[config.mk]
export PLATFORM = sky130hd
export DESIGN_NAME = retry_end_limited
export DESIGN_NICKNAME = d
export VERILOG_FILES = /design/src/rtl/retry_end_limited.sv
export SDC_FILE = /design/constraint.sdc
export NUM_CORES = 1
export LEC_CHECK = 0
export ABC_AREA = 0
export BUFFER_PORTS_ARGS = -buffer_cell sky130_fd_sc_hd__buf_2
export CELL_PAD_IN_SITES_DETAIL_PLACEMENT = 1
export CELL_PAD_IN_SITES_GLOBAL_PLACEMENT = 2
export CORE_MARGIN = 2
export CORE_UTILIZATION = 33
export CTS_CLUSTER_SIZE = 8
export DETAILED_ROUTE_END_ITERATION = 12
export GPL_TIMING_DRIVEN = 1
export HOLD_SLACK_MARGIN = 0.15
export PLACE_DENSITY_LB_ADDON = 0.1
export SLEW_MARGIN = 20
export SYNTH_ARGS = -nofsm -noshare
export SYNTH_HDL_FRONTEND = slang
export SYNTH_SLANG_ARGS = --single-unit
[constraint.sdc]
create_clock -name clk_i -period 5.1 [get_ports clk_i]
set_input_delay 0.51 -clock clk_i [delete_from_list [all_inputs] [get_ports clk_i]]
set_output_delay 0.51 -clock clk_i [all_outputs]
set_load 0.02 [all_outputs]
[src/rtl/retry_end_limited.sv]
`default_nettype none
// ============================================================================
// Module   : retry_end_limited
// Brief    : Terminating stage of a time-redundant retry loop. Clean results
//            go downstream; faulty results go back to the retry start until a
//            per-ID retry budget is exhausted, after which they are forwarded
//            downstream with an error flag.
// Options  : RETRY_END_LIMITED_STATS_EN adds saturating retry/exhaustion
//            event counters (retry_cnt_o, exhausted_cnt_o).
// Revision : 1.0 - initial release
// ============================================================================
module retry_end_limited #(
    parameter int unsigned DataWidth  = 32,
    parameter int unsigned IDSize     = 2,
    parameter int unsigned MaxRetries = 3
) (
    input  logic                 clk_i,
    input  logic                 rst_i,
    // upstream (from redundancy checker)
    input  logic [DataWidth-1:0] data_i,
    input  logic [IDSize-1:0]    id_i,
    input  logic                 faulty_i,
    input  logic                 valid_i,
    output logic                 ready_o,
    // downstream
    output logic [DataWidth-1:0] data_o,
    output logic                 error_o,
    output logic                 valid_o,
    input  logic                 ready_i,
    // retry request back to the loop start
    output logic [IDSize-1:0]    retry_id_o,
    output logic                 retry_valid_o,
    input  logic                 retry_ready_i
`ifdef RETRY_END_LIMITED_STATS_EN
    ,
    output logic [31:0]          retry_cnt_o,
    output logic [31:0]          exhausted_cnt_o
`endif
);

    localparam int unsigned         CntWidth = $clog2(MaxRetries + 1);
    localparam int unsigned         NumIds   = 2 ** IDSize;
    localparam logic [CntWidth-1:0] MaxCnt   = CntWidth'(MaxRetries);

    // ------------------------------------------------------------------------
    // State
    // ------------------------------------------------------------------------
    logic [CntWidth-1:0]  cnt_q [NumIds];

    logic [DataWidth-1:0] down_data_q, down_data_d;
    logic                 down_err_q,  down_err_d;
    logic                 down_vld_q,  down_vld_d;

    logic [IDSize-1:0]    rty_id_q,    rty_id_d;
    logic                 rty_vld_q,   rty_vld_d;

    // ------------------------------------------------------------------------
    // Route decision and handshake
    // ------------------------------------------------------------------------
    logic route_retry;
    logic route_err;
    logic down_free;
    logic rty_free;
    logic accept;

    // Pick the destination register from the fault flag and this ID's budget.
    always_comb begin
        route_retry = faulty_i && (cnt_q[id_i] < MaxCnt);
        route_err   = faulty_i && !route_retry;
        // A full register counts as free when its consumer takes it this cycle.
        down_free   = !down_vld_q || ready_i;
        rty_free    = !rty_vld_q  || retry_ready_i;
        ready_o     = route_retry ? rty_free : down_free;
        accept      = valid_i && ready_o;
    end

    // Next-state of both output registers: load on accept, else drain.
    always_comb begin
        down_data_d = down_data_q;
        down_err_d  = down_err_q;
        down_vld_d  = down_vld_q;
        rty_id_d    = rty_id_q;
        rty_vld_d   = rty_vld_q;

        if (accept && !route_retry) begin
            down_data_d = data_i;
            down_err_d  = route_err;
            down_vld_d  = 1'b1;
        end else if (ready_i) begin
            down_vld_d  = 1'b0;
        end

        if (accept && route_retry) begin
            rty_id_d    = id_i;
            rty_vld_d   = 1'b1;
        end else if (retry_ready_i) begin
            rty_vld_d   = 1'b0;
        end
    end

    // Output registers with synchronous reset.
    always_ff @(posedge clk_i) begin
        if (rst_i) begin
            down_data_q <= '0;
            down_err_q  <= 1'b0;
            down_vld_q  <= 1'b0;
            rty_id_q    <= '0;
            rty_vld_q   <= 1'b0;
        end else begin
            down_data_q <= down_data_d;
            down_err_q  <= down_err_d;
            down_vld_q  <= down_vld_d;
            rty_id_q    <= rty_id_d;
            rty_vld_q   <= rty_vld_d;
        end
    end

    // Per-ID retry counters: bump on an accepted retry, clear on any
    // accepted downstream result. The budget check keeps them <= MaxRetries.
    generate
        for (genvar g = 0; g < NumIds; g++) begin : g_cnt
            always_ff @(posedge clk_i) begin
                if (rst_i) begin
                    cnt_q[g] <= '0;
                end else if (accept && (id_i == IDSize'(g))) begin
                    if (route_retry) begin
                        cnt_q[g] <= cnt_q[g] + CntWidth'(1);
                    end else begin
                        cnt_q[g] <= '0;
                    end
                end
            end
        end
    endgenerate

    assign data_o        = down_data_q;
    assign error_o       = down_err_q;
    assign valid_o       = down_vld_q;
    assign retry_id_o    = rty_id_q;
    assign retry_valid_o = rty_vld_q;

`ifdef RETRY_END_LIMITED_STATS_EN
    // ------------------------------------------------------------------------
    // Saturating event counters
    // ------------------------------------------------------------------------
    logic [31:0] stat_rty_q;
    logic [31:0] stat_exh_q;

    // Count accepted retries and accepted exhausted results, stopping at max.
    always_ff @(posedge clk_i) begin
        if (rst_i) begin
            stat_rty_q <= '0;
            stat_exh_q <= '0;
        end else if (accept) begin
            if (route_retry && (stat_rty_q != 32'hFFFF_FFFF)) begin
                stat_rty_q <= stat_rty_q + 32'd1;
            end
            if (route_err && (stat_exh_q != 32'hFFFF_FFFF)) begin
                stat_exh_q <= stat_exh_q + 32'd1;
            end
        end
    end

    assign retry_cnt_o     = stat_rty_q;
    assign exhausted_cnt_o = stat_exh_q;
`endif

endmodule
`default_nettype wire

**After elaboration in Yosys (flattened, before gate mapping)**

Memory sizes are Yosys's and may differ from the RTL's.
Index checks and enable logic that the tools add are counted.

- Input bits: 40
- Register bits: 37
- Memories kept: 1
- RAM bits: 8

- Order comparisons: 1
- Add/sub/neg operators: 4
- Bitwise operators: 8
- Reduce and logical (&&, ||, !) cells: 17
- Equal/unequal tests: 3
- Multiplexer cells: 41

Memory list:

| memory | depth | width | rd ports | clocked after Yosys merged registers in | wr ports | line | RTL |
|---|---|---|---|---|---|---|---|
| cnt_q | 4 | 2 | 5 | 0 | 4 | 48 | `logic [CntWidth-1:0] cnt_q [NumIds];` |

Operators by type and width:

| kind | count |
|---|---|
| 2-to-1 mux 1 bit | 33 |
| 2-to-1 mux 2 bit | 8 |
| logical AND 1 bit | 9 |
| adder 2 x 1 -> 2 bit (second input constant) | 4 |
| OR 1 bit | 8 |
| == test 2 bit (second input constant) | 2 |
| nonzero test 2 bit | 2 |
| logical NOT 1 bit | 3 |
| == test 2 x 1 -> 1 bit (second input constant) | 1 |
| logical NOT 2 bit | 1 |
| logical OR 1 bit | 2 |
| < comparator 2 bit (second input constant) | 1 |

**Logic depth before layout (Yosys ltp)**

An unclocked memory read counts as a cell.

- Word-level depth: 11
- Depth in mapped cells: 7
- Mapped depth without buffers: 4

**Worst setup path before layout**

OpenSTA, ideal clock, no wires.

- Path kind: input-to-output
- Start point: input id_i[1]
- End point: output ready_o
- Setup slack: 2888 ps
- Stages on the path: 7
- Arrival time: 1702 ps
- Required time: 4590 ps
- Cell sequence: buf_6 > nand4_2 > o311a_4 > buf_8 > clkbuf_1 > a21oi_1 > nor2_1

- Longest elaborated chain between the ends: 4

Ends and longest elaborated chain:

| element | line | RTL |
|---|---|---|
| from (decl) | 21 | `input logic [IDSize-1:0] id_i,` |
| memory read (4 x 2 bit) | -- |  |
| < comparator 2 bit | 68 | `route_retry = faulty_i && (cnt_q[id_i] < MaxCnt);` |
| logical AND 1 bit | 68 |  |
| 2-to-1 mux 1 bit | 73 | `ready_o = route_retry ? rty_free : down_free;` |
| to (decl) | 24 | `output logic ready_o,` |

No other way between the ends.

==> run summary <==
The area share of the leading cell type in the synthesized netlist was 27.4%; the TritonCTS buffer count was 5. The flow ran to the end, and the final reports show no timing, DRC or antenna violations. The transition time at the pin with the least slew margin came out at 0.833 ns. TritonCTS built the clock tree. The run gives 981 sq um as the register cell area after layout. Clock tree synthesis selected as its root buffer the cell sky130_fd_sc_hd__clkbuf_8.

The first global-routing pass estimated 12.9 mm of wire. The die covers 8940 sq um. The tools report the worst flop-to-flop path endpoint as cnt_q[1][0]. The total of hold buffers inserted after clock tree synthesis is 0. The tools report the portion of total power attributed to the clock network as 31.5%. The run gives 0 as the total count of max-transition violations in the final report. The min-delay analysis places its worst path in the category flop to flop. The cell area that synthesis handed to floorplanning was 2710 sq um.

The antenna violation net count after detailed routing is 0. STA classifies the critical path endpoint as an output pin. The signal on the critical path passes through nand4_2 > o311a_4 > a21oi_1 > nor2_1 > buf_2. For the worst setup path, the data required time is 4.59 ns. In this run the power density over the cells is 276 nW/um^2.

The number of setup buffers added after CTS was 0. The count of nets after finishing was 393. In this run the worst setup path terminates at ready_o.

In this run, the number of DRC markers left after iteration 0 of detailed routing was 95. For this run, the top clock speed supported by timing is 0.390 GHz. The commonest cells after synthesis are sky130_fd_sc_hd__nand4_1, sky130_fd_sc_hd__dfxtp_1, sky130_fd_sc_hd__inv_1.

In the synthesized netlist the dominant register cell turns out to be sky130_fd_sc_hd__dfxtp_1. From left edge to right edge, the die measures 94.5 um. The post-layout utilization of the core is 38.9%.

The critical path is of the flop to output pin type. The via count of the first global-routing pass was 2542; the area taken by multi-input logic gates was 1370 sq um. The logs give 0 for the number of violations of the max-capacitance limit and 4.79 mm for the half-perimeter wire length after detailed placement. The total core area was 8090 sq um.

The die is 94.5 um tall. For this run, the number of Yosys warnings is 0. Sequential cells were found to cover 36.3% of the synthesized design area. The run gives 0 as the number of antenna violations at the first check in global routing. The CTS H-tree depth was 2; the residual DRC count was 0. The run gives 345 as the synthesized netlist net count. The tools report the origin of the worst setup path as cnt_q[3][0]. The critical path runs through a total of 5 cells. Across all layers, the routed design uses 2686 vias. For the number of gates resized after CTS, the log shows 0. The tools report the worst flop-to-flop path startpoint as cnt_q[3][0]. Setup slack on the worst reg-to-reg path comes out at 2.87 ns.

Summed over all cells, the static leakage comes to 1.12 nW. The repair_antennas step left the layout with diodes totalling 0. Between clock sinks in the finished design, the worst skew comes to 0.00699 ns.

The clock edge transition at the registers on the reported setup and hold paths came out at 0.09 ns. The family of cells with the greatest summed delay on the critical path is compound AO/OA/AOI/OAI gates. The tools report the hold violation total from the final report as 0.

In this run the worst path has a maximum fanout of 74. The count of buffering cells on the critical path with inverters included works out to 1. The pre-antenna-repair detailed-routing pass consisted of 4 iterations. Counting distinct cell types in the post-synthesis netlist gives 36.

Across the VDD grid, the largest voltage drop is 0.114 mV. In this run, flip-flops and latches consume 47.2% of the power. In the global route stage, overall resource usage came out at 17.8%. The tools report the internal power as 0.000599 W. The worst register-to-register path has a depth of 4. For this design, the slowest cell found on the critical path is sky130_fd_sc_hd__o311a_4. The residual overflow from global routing was 0.

Dividing the detail-routed wire length by the instance count gives 17.6 um. The setup violation total in the final timing report was 0. Setup repair after global routing left no endpoint under its margin. The routability congestion estimate was 0.726.

The quantity of I/O buffers inserted on ports was 77; the final critical delay including setup and external delays was 2.56 ns. The switching power summed over all nets is 0.000270 W, and the worst relative slew slack is 44.5%. STA classifies the critical path startpoint as a flop. In the synthesized netlist the async set-or-reset flop fraction comes to 0%. Cells with a size suffix above 1 make up 27.7% of the layout. Wires add up to 8.09 mm.

For this run, the slowest stage of the critical path takes 0.71 ns. In this run, the combinational gates consume 21.3% of the power. The biggest area consumer among synthesized cells was sky130_fd_sc_hd__dfxtp_1. The synthesized design contains 45 register bits. Buffer levels on the longest clock path: 2. By area the synthesized netlist is led by sky130_fd_sc_hd__dfxtp_1, sky130_fd_sc_hd__nand4_1, sky130_fd_sc_hd__o32a_1, sky130_fd_sc_hd__edfxtp_1, sky130_fd_sc_hd__o211ai_1. In this run the core area contains 33 standard-cell rows. Counting the fill cells in the layout gives 1000. In this run, synthesis inferred 8 flip-flops with an integrated enable. The largest net degree at the start of global routing was 75; the data arrival time of the critical path was 2.05 ns.

The tools report the worst-skew pair later-pin latency as 0.30 ns. The clock net in this run drives a total of 45 sinks. The final critical path takes up 50.3% of the cycle.

The initial utilization of the core area, before any placement, comes to 33.4%. In this run the count of I/O pins placed on the die edge is 78. The most common cell in the synthesized netlist is sky130_fd_sc_hd__nand4_1.

The layout overhead on the synthesized area is 16.4%, and the post-synthesis area per instance is 8.87 sq um. Number of standard cells after synthesis: 305. Net switching is 31.1% of the power.

The number of vias per cell after detailed routing was 5.85; the setup TNS after final layout was 0 ns.
==> power by group through the flow <==
stage	Clock (W)	Combinational (W)	Sequential, W
floorplan	0	0.000101	0.000444
global placement	0	0.000184	0.000418
detailed placement	0	0.000185	0.000419
CTS	0.000284	0.000186	0.000411
global route	0.000298	0.000205	0.000414
finish	0.000274	0.000185	0.000410
==> worst min-delay path: stages (launching register included) <==
cell and delay, ns:
sky130_fd_sc_hd__dfxtp_1 0.32, sky130_fd_sc_hd__o31ai_1 0.06, sky130_fd_sc_hd__a21oi_1 0.06
==> metal layers <==
metal	global-route usage [%]	routed length (um)	part of all wire (%)
met1	25.1	4030	50
met2	28.3	3630	45
met3	3.51	365	4.5
met4	3.99	65	0.80
met5	0	0	0
==> per-stage QoR <==
step | hold slack, ns | cells | setup slack, ns | area [sq um] | power, W
2_1_floorplan | 0.548 | 305 | 2.89 | 2710 | 0.000545
3_3_place_gp | 0.475 | 450 | 2.30 | 3020 | 0.000602
3_5_place_dp | 0.475 | 450 | 2.23 | 3020 | 0.000604
4_1_cts | 0.490 | 458 | 2.26 | 3130 | 0.000881
5_1_grt | 0.512 | 459 | 2.33 | 3150 | 0.000917
6_report | 0.487 | 459 | 2.54 | 3150 | 0.000869
==> sequential cells by signal, indices dropped and copies added, names as in the netlist <==
register	count
data_o	32
error_o	1
cnt_q	8
retry_id_o	2
valid_o	1
retry_valid_o	1
==> worst min-delay path by stage <==
stage	slack, ns	cells after the start	endpoint	start
floorplan	0.55	2	retry_id_o[0]	retry_id_o[0]
global placement	0.47	2	retry_id_o[0]	retry_id_o[0]
detailed placement	0.48	2	retry_id_o[0]	retry_id_o[0]
CTS	0.49	2	retry_id_o[0]	retry_id_o[0]
global route	0.51	3	data_o[27]	data_i[27]
finish	0.49	2	retry_id_o[0]	retry_id_o[0]
==> cell families after synthesis <==
group                  synth area share (%)
AND/OR/NAND/NOR                        24.7
AO/OA/AOI/OAI                          24.7
buffers and inverters                  13.1
flip-flops                             36.3
XOR/XNOR                               1.29
==> final cells by class <==
| class | count | share of cell area, % |
|---|---|---|
| tap | 105 | 4.17 |
| multi-input combinational | 186 | 43.5 |
| inverter | 33 | 3.93 |
| timing repair buffer | 82 | 13.8 |
| sequential | 45 | 31.2 |
| clock inverter | 2 | 1.07 |
| clock buffer | 6 | 2.31 |
==> layout by cell type, fill, tap and decap left out, drive strengths merged, types with 6 or more instances in the layout <==
| cell | Yosys | layout |
|---|---|---|
| nor3 | 11 | 11 |
| o211ai | 32 | 32 |
| nand4 | 68 | 68 |
| edfxtp | 8 | 8 |
| buf | 12 | 82 |
| a21oi | 6 | 6 |
| dfxtp | 37 | 37 |
| nor4 | 6 | 6 |
| o32a | 32 | 32 |
| inv | 33 | 33 |
| clkbuf | 29 | 6 |
(Power assumes the default switching activity.)
